### src/rtl/sha256_w_sched_ctrl.sv
// ---------------------------------------------------------------------------
// sha256_w_sched_ctrl
//
// Sequencer for the SHA-256 message-schedule (W) memory. It takes one 512-bit
// block as 16 32-bit words on a valid/ready input stream. It then steps the W
// memory once per round, for rounds 0..63. Each schedule word returned by the
// memory is handed to the compression stage on a valid/ready output stream.
//
// Ports
//   CLK        in   1   clock, all state updates on posedge
//   RST        in   1   asynchronous active-high reset
//   START      in   1   begins a block when idle
//   WORD_IN    in  32   message word from the padder
//   WORD_VLD   in   1   WORD_IN valid
//   WORD_RDY   out  1   controller accepts WORD_IN this cycle
//   W_I        out  6   index to the W memory
//   W_DIN      out 32   data to the W memory (meaningful for W_I < 16)
//   W_STEP     out  1   one-cycle strobe, shifts the W memory window once
//   W_DOUT     in  32   W memory result for the current step
//   ROUND_W    out 32   schedule word W[ROUND_I]
//   ROUND_I    out  6   round number of ROUND_W
//   ROUND_VLD  out  1   ROUND_W / ROUND_I valid
//   ROUND_RDY  in   1   compression stage accepts this round
//   BUSY       out  1   block in progress
//   DONE       out  1   one-cycle pulse after round 63 is accepted
// ---------------------------------------------------------------------------
module sha256_w_sched_ctrl #(
  parameter int unsigned ROUNDS     = 64,
  parameter int unsigned LOAD_WORDS = 16
) (
  input  logic        CLK,
  input  logic        RST,
  input  logic        START,
  input  logic [31:0] WORD_IN,
  input  logic        WORD_VLD,
  output logic        WORD_RDY,
  output logic [5:0]  W_I,
  output logic [31:0] W_DIN,
  output logic        W_STEP,
  input  logic [31:0] W_DOUT,
  output logic [31:0] ROUND_W,
  output logic [5:0]  ROUND_I,
  output logic        ROUND_VLD,
  input  logic        ROUND_RDY,
  output logic        BUSY,
  output logic        DONE
);

  typedef enum logic [1:0] {
    ST_IDLE   = 2'd0,
    ST_LOAD   = 2'd1,
    ST_EXPAND = 2'd2,
    ST_DRAIN  = 2'd3
  } state_t;

  localparam logic [6:0] LAST_LOAD_C  = 7'(LOAD_WORDS - 1);
  localparam logic [6:0] LAST_ROUND_C = 7'(ROUNDS - 1);

  state_t      state_q;
  // 7 bits so that a finished count of 64 is distinct from 0
  logic [6:0]  cnt_q;
  logic [6:0]  cnt_d;
  logic        inflight_q;
  logic [5:0]  w_i_q;
  logic [31:0] w_din_q;
  logic        w_step_q;
  logic [31:0] round_w_q;
  logic [5:0]  round_i_q;
  logic        round_vld_q;
  logic        busy_q;
  logic        done_q;

  logic        free_s;
  logic        word_rdy_s;
  logic        issue_s;
  logic        accept_s;

  // Issue decision: a new step may go out only when the output slot will be
  // empty at the capture edge and no earlier step is still awaiting capture.
  always_comb begin
    free_s     = 1'b0;
    word_rdy_s = 1'b0;
    issue_s    = 1'b0;
    accept_s   = 1'b0;
    cnt_d      = cnt_q + 7'd1;
    free_s     = (~round_vld_q | ROUND_RDY) & ~inflight_q;
    accept_s   = round_vld_q & ROUND_RDY;
    case (state_q)
      ST_LOAD: begin
        word_rdy_s = free_s;
        issue_s    = free_s & WORD_VLD;
      end
      ST_EXPAND: begin
        issue_s = free_s;
      end
      default: begin
        word_rdy_s = 1'b0;
        issue_s    = 1'b0;
      end
    endcase
  end

  // Controller FSM with all registered outputs.
  always_ff @(posedge CLK or posedge RST) begin
    if (RST) begin
      state_q     <= ST_IDLE;
      cnt_q       <= 7'd0;
      inflight_q  <= 1'b0;
      w_i_q       <= 6'd0;
      w_din_q     <= 32'd0;
      w_step_q    <= 1'b0;
      round_w_q   <= 32'd0;
      round_i_q   <= 6'd0;
      round_vld_q <= 1'b0;
      busy_q      <= 1'b0;
      done_q      <= 1'b0;
    end else begin
      w_step_q <= issue_s;
      done_q   <= 1'b0;

      if (issue_s) begin
        w_i_q      <= cnt_q[5:0];
        inflight_q <= 1'b1;
        cnt_q      <= cnt_d;
        if (state_q == ST_LOAD) begin
          w_din_q <= WORD_IN;
        end
      end

      // Capture the memory result of the step issued last cycle. Issue only
      // happens with the slot free, so a capture never overwrites a held word.
      if (inflight_q) begin
        round_w_q   <= W_DOUT;
        round_i_q   <= w_i_q;
        round_vld_q <= 1'b1;
        inflight_q  <= 1'b0;
      end else if (accept_s) begin
        round_vld_q <= 1'b0;
      end

      case (state_q)
        ST_IDLE: begin
          // done_q blocks a START that coincides with the DONE pulse
          if (START && !done_q) begin
            state_q <= ST_LOAD;
            cnt_q   <= 7'd0;
            busy_q  <= 1'b1;
          end
        end
        ST_LOAD: begin
          if (issue_s && (cnt_q == LAST_LOAD_C)) begin
            state_q <= ST_EXPAND;
          end
        end
        ST_EXPAND: begin
          if (issue_s && (cnt_q == LAST_ROUND_C)) begin
            state_q <= ST_DRAIN;
          end
        end
        ST_DRAIN: begin
          if (accept_s && (round_i_q == LAST_ROUND_C[5:0])) begin
            done_q  <= 1'b1;
            busy_q  <= 1'b0;
            state_q <= ST_IDLE;
          end
        end
        default: begin
          state_q <= ST_IDLE;
        end
      endcase
    end
  end

  assign WORD_RDY  = word_rdy_s;
  assign W_I       = w_i_q;
  assign W_DIN     = w_din_q;
  assign W_STEP    = w_step_q;
  assign ROUND_W   = round_w_q;
  assign ROUND_I   = round_i_q;
  assign ROUND_VLD = round_vld_q;
  assign BUSY      = busy_q;
  assign DONE      = done_q;

endmodule
### config.mk
export PLATFORM = sky130hd
export DESIGN_NAME = sha256_w_sched_ctrl
export DESIGN_NICKNAME = d
export VERILOG_FILES = /design/src/rtl/sha256_w_sched_ctrl.sv
export SDC_FILE = /design/constraint.sdc
export NUM_CORES = 1
export LEC_CHECK = 0
export CORE_MARGIN = 2
export CORE_UTILIZATION = 45
export CTS_CLUSTER_DIAMETER = 30
export DETAILED_ROUTE_END_ITERATION = 7
export PLACE_DENSITY_LB_ADDON = 0.08
export SETUP_SLACK_MARGIN = 0.02
export SLEW_MARGIN = 20
export SYNTH_ARGS = -nofsm -noshare
export SYNTH_HDL_FRONTEND = slang
export SYNTH_SLANG_ARGS = --single-unit
### constraint.sdc
create_clock -name CLK -period 4.6 [get_ports CLK]
set_clock_uncertainty 0.15 [all_clocks]
set_input_delay 0.92 -clock CLK [delete_from_list [all_inputs] [get_ports CLK]]
set_output_delay 0.92 -clock CLK [all_outputs]
set_load 0.03 [all_outputs]
# Word-level counts from Yosys, hierarchy flattened
# Index checks and enable logic that the tools add are counted.
[word_totals]
output_inout_bits = 81
ff_bits = 90
inputBits = 69
word_cells = 58
[classes]
reduce_logical = 11
bitwise = 6
n_eq_ne = 10
addsub = 1
muxes = 19
[op_table]
columns = ["cell", "n"]
rows = [
  ["$mux 7", 3],
  ["$mux 1", 9],
  ["$mux 2", 4],
  ["$pmux 2 s4", 1],
  ["$add 7x1->7 const B", 1],
  ["$eq 7x4->1 const B", 1],
  ["$eq 7x6->1 const B", 1],
  ["$eq 6x6->1 const B", 1],
  ["$ne 2x2->1 const B", 3],
  ["$eq 2x2->1 const B", 2],
  ["$logic_and 1x1->1", 4],
  ["$pmux 1 s2", 2],
  ["$reduce_and 4->1", 1],
  ["$reduce_bool 2->1", 2],
  ["$and 1x1->1", 3],
  ["$reduce_and 3->1", 1],
  ["$eq 2x1->1 const B", 1],
  ["$logic_not 2->1", 1],
  ["$ne 2x1->1 const B", 1],
  ["$not 1->1", 2],
  ["$reduce_and 2->1", 1],
  ["$logic_not 1->1", 1],
  ["$or 1x1->1", 1],
]

# Depth between registers and ports, before layout
[depth]
word_depth = 8
ltp_mapped = 8
ltp_nobuf = 7

# Worst setup path before layout
# OpenSTA, ideal clock, no wires.
[synth_path]
kind = "input -> output"
start = "input port ROUND_RDY"
end = "output port WORD_RDY"
path_stages = 3
path_slack_ps = 2184
arrival_time_ps = 1346
required_ps = 3530
path_buffers = 0
cell_sequence = "nor2b_4 > nor2_1 > and2_1"
[synth_via]
elab_chain_cells = 3
[synth_lines]
columns = ["item", "line_no", "text"]
rows = [
  ["from (decl)", "44", "input logic ROUND_RDY,"],
  ["$or 1x1->1", "86", "free_s = (~round_vld_q | ROUND_RDY) & ~inflight_q;"],
  ["$and 1x1->1", "86", ""],
  ["$mux 1", "88", "case (state_q)"],
  ["to (decl)", "36", "output logic WORD_RDY,"],
]
# Every way passes these cells.

# Worst setup path in the final report
# Ends and elaborated chain as after synthesis.

==> results.sh <==
export IMPL_crit_path_frequent_cell="clkdlybuf4s50_1"
export IMPL_synth_cells=238
export IMPL_clk_latency_ps=350
export IMPL_endpoint_kind="output port"
export IMPL_port_buffers=149
export IMPL_synth_simple_area_share_pct=5.749
export IMPL_drc=0
export IMPL_synthTopCellsByArea="dfrtp_1 (60%), mux2_2 (14%), mux2_4 (12%), ha_1 (2.0%), buf_12 (1.6%)"
export IMPL_drt_wl_total_um=8079
export IMPL_vias_per_cell=4.918
export IMPL_holdBufCountCts=0
export IMPL_synthXorXnorAreaFrac_pct=1.396
export IMPL_fin_crit_sh_pct=77.12
export IMPL_grt_usage_pct=18.06
export IMPL_synth_edff_count=0
export IMPL_dp_cells=486
export IMPL_wl_per_cell_um=16.09
export IMPL_cts_buffers_inserted=9
export IMPL_design_area_mm2=0.005510
export IMPL_yosysWarningCount=0
export IMPL_antenna_found_initial=0
export IMPL_stdcell_count=502
export IMPL_grt_max_degree=41
export IMPL_syn_area_mm2=0.003765
export IMPL_placed_cell_area_mm2=0.005316
export IMPL_critPathBufInv=2
export IMPL_critPathMaxStageDelay_ps=700
export IMPL_hold_viol=0
export IMPL_cp_data_required_time_ps=3530
export IMPL_synth_commonest_cells="dfrtp_1 (90), mux2_2 (46), mux2_4 (30)"
export IMPL_path_class="in -> out"
export IMPL_postCtsSetupBuffers=0
export IMPL_layout_drive_gt1_share_pct=26.45
export IMPL_yosys_register_bits=90
export IMPL_synth_distinct_cells=36
export IMPL_period_minus_slack_ps=3548
export IMPL_cts_htree_levels=3
export IMPL_grt_pass1_wl_um=12590
export IMPL_drt_first_pass_iters=4
export IMPL_gp_congestion=0.7538
export IMPL_fin_setup_tns_ps=0
export IMPL_status="completed"
export IMPL_rows=33
export IMPL_yosysTopAreaCell="dfrtp_1"
export IMPL_yosysTopAreaCellShare_pct=59.82
export IMPL_synth_top_family_by_area="multiplexers"
export IMPL_utilization_pct=67.40
export IMPL_design_core_area_mm2=0.008175
export IMPL_setup_viol=0
export IMPL_rsz0062_at_grt="no"
export IMPL_cts_root_buf="clkbuf_8"
export IMPL_clock_path_buffers=2
export IMPL_cts_sinks=90
export IMPL_clkSlewWorstSetupHoldPaths_ps=80
export IMPL_fp_dieH_um=95.47
export IMPL_place_ws_ps=1050
export IMPL_worstMarginPinSlew_ps=979.9
export IMPL_cts_tree="done"
export IMPL_cts_resized=0
export IMPL_synth_flop_cell="dfrtp_1"
export IMPL_syn2layout_area_growth_pct=46.36
export IMPL_die_area_mm2=0.009114
export IMPL_cp_top_family="buffers and inverters"
export IMPL_first_global_vias=2552
export IMPL_path_cells="clkdlybuf4s50_1, nor2b_4, nor2_1, and2_1, clkdlybuf4s50_1"
export IMPL_ios=150
export IMPL_drt_iter0_markers=68
export IMPL_synth_compound_area_share_pct=1.595
export IMPL_fmax_ghz=0.2819
export IMPL_diodes=0
export IMPL_critPathLaunchType="primary input"
export IMPL_async_reset_ff_share_pct=100.0
export IMPL_cp_max_fo=4
export IMPL_fin_ws_ps=1052
export IMPL_drv_slew=0
export IMPL_hold_class="reg -> reg"
export IMPL_start_util_pct=46.05
export IMPL_place_hpwl_um=5867
export IMPL_syn_nets=313
export IMPL_p_per_area_mw_per_mm2=736.8
export IMPL_grt_ovfl_total=0
export IMPL_maxCapViolations=0
export IMPL_crit_arrival_ps=2480
export IMPL_synth_adder_area_share_pct=1.994
export IMPL_irDropWorstVdd_mv=0.3486
export IMPL_fp_dieW_um=95.47
export IMPL_layout_nets=467
export IMPL_slew_limit_headroom_pct=34.39
export IMPL_synth_avg_cell_area_um2=15.82
export IMPL_ant_nets=0
export IMPL_vias=2469
export IMPL_ys_seq_area_share_pct=59.82
export IMPL_yosysMostFrequentCell="dfrtp_1"
export IMPL_crit_slowest_cell="clkdlybuf4s50_1"
export IMPL_synth_area_mux_share_pct=26.29
export IMPL_p_leak_nw=2.468
## sequential cells by signal, summed over array words and instances (netlist names)
signal,count
W_DIN,32
BUSY,1
state_q,2
ROUND_I,6
ROUND_VLD,1
ROUND_W,32
inflight_q,1
W_STEP,1
W_I,6
DONE,1
cnt_q,7
## through the flow
stage | total power [mW] | hold slack (ps)
final | 4.060 | 358.6
after global routing | 4.286 | 370.0
after CTS | 4.108 | 363.4
after detailed placement | 3.562 | 343.9
after global placement | 3.521 | 337.6
after floorplan | 2.744 | 361.6
## final timing paths
| check | from | endpoint | slack, ps | cells past startpoint |
|---|---|---|---|---|
| min reg2reg | ROUND_W[19] | ROUND_W[19] | 360 | 1 |
| max in group asynchronous | RST | inflight_q | 2720 | 3 |
| max reg2reg | inflight_q | cnt_q[4] | 2050 | 5 |
| min | ROUND_W[19] | ROUND_W[19] | 360 | 1 |
| max | ROUND_RDY | WORD_RDY | 1050 | 5 |
| min in group asynchronous | RST | W_DIN[17] | 750 | 2 |
## layer usage
layer  routed length, um  GRT usage [%]  vias up  share of wire, %
li1                    -              -     1141                 -
met1                3515          24.03     1213                44
met2                3728          27.82      107                46
met3                 743          6.166        8               9.2
met4                  92          6.071        0               1.1
met5                   0              0        -                 0
## cell type report
cell class	instances	area, um^2
clock inverters	7	70.07
well taps	105	131.4
repair buffers	151	1506
flip-flops and latches	90	2253
fillers	591	2665
inverters	8	31.28
clock buffers	9	123.9
multi-input cells	132	1394
## layout by cell type, fill, tap and decap left out, types with 2 or more instances in the layout
cell type        count
nor2_1              11
mux2_4              30
nand3_1              2
mux2_2              46
a21oi_1              2
clkinv_2             4
dfrtp_1             89
inv_1                7
clkinv_4             2
xor2_1               5
nand4_1              6
clkbuf_8             9
nand2_1              3
ha_1                 6
buf_4                2
clkdlybuf4s50_1    149
## worst register-to-register path, stage by stage (launching register included)
cell and delay (ps):
dfrtp_2 720, nor2b_2 290, nor3b_2 820, nand4_1 220
xor2_1 180, nor2_1 50
## logic make-up after synthesis
family                     after synthesis
xor gates and xnor gates                 6
DFF                                     90
and+or+nand+nor                         35
muxes                                   78
adders and majority gates                6
AOI/OAI and AO/OA                        7
buffers and inverters                   16
## report_power, final
| group | internal (mW) | switching [mW] |
|---|---|---|
| Sequential | 1.13 | 0.219 |
| Clock | 0.250 | 0.277 |
| Combinational | 1.09 | 1.09 |
No activity file was read; power rests on OpenSTA's default activity.
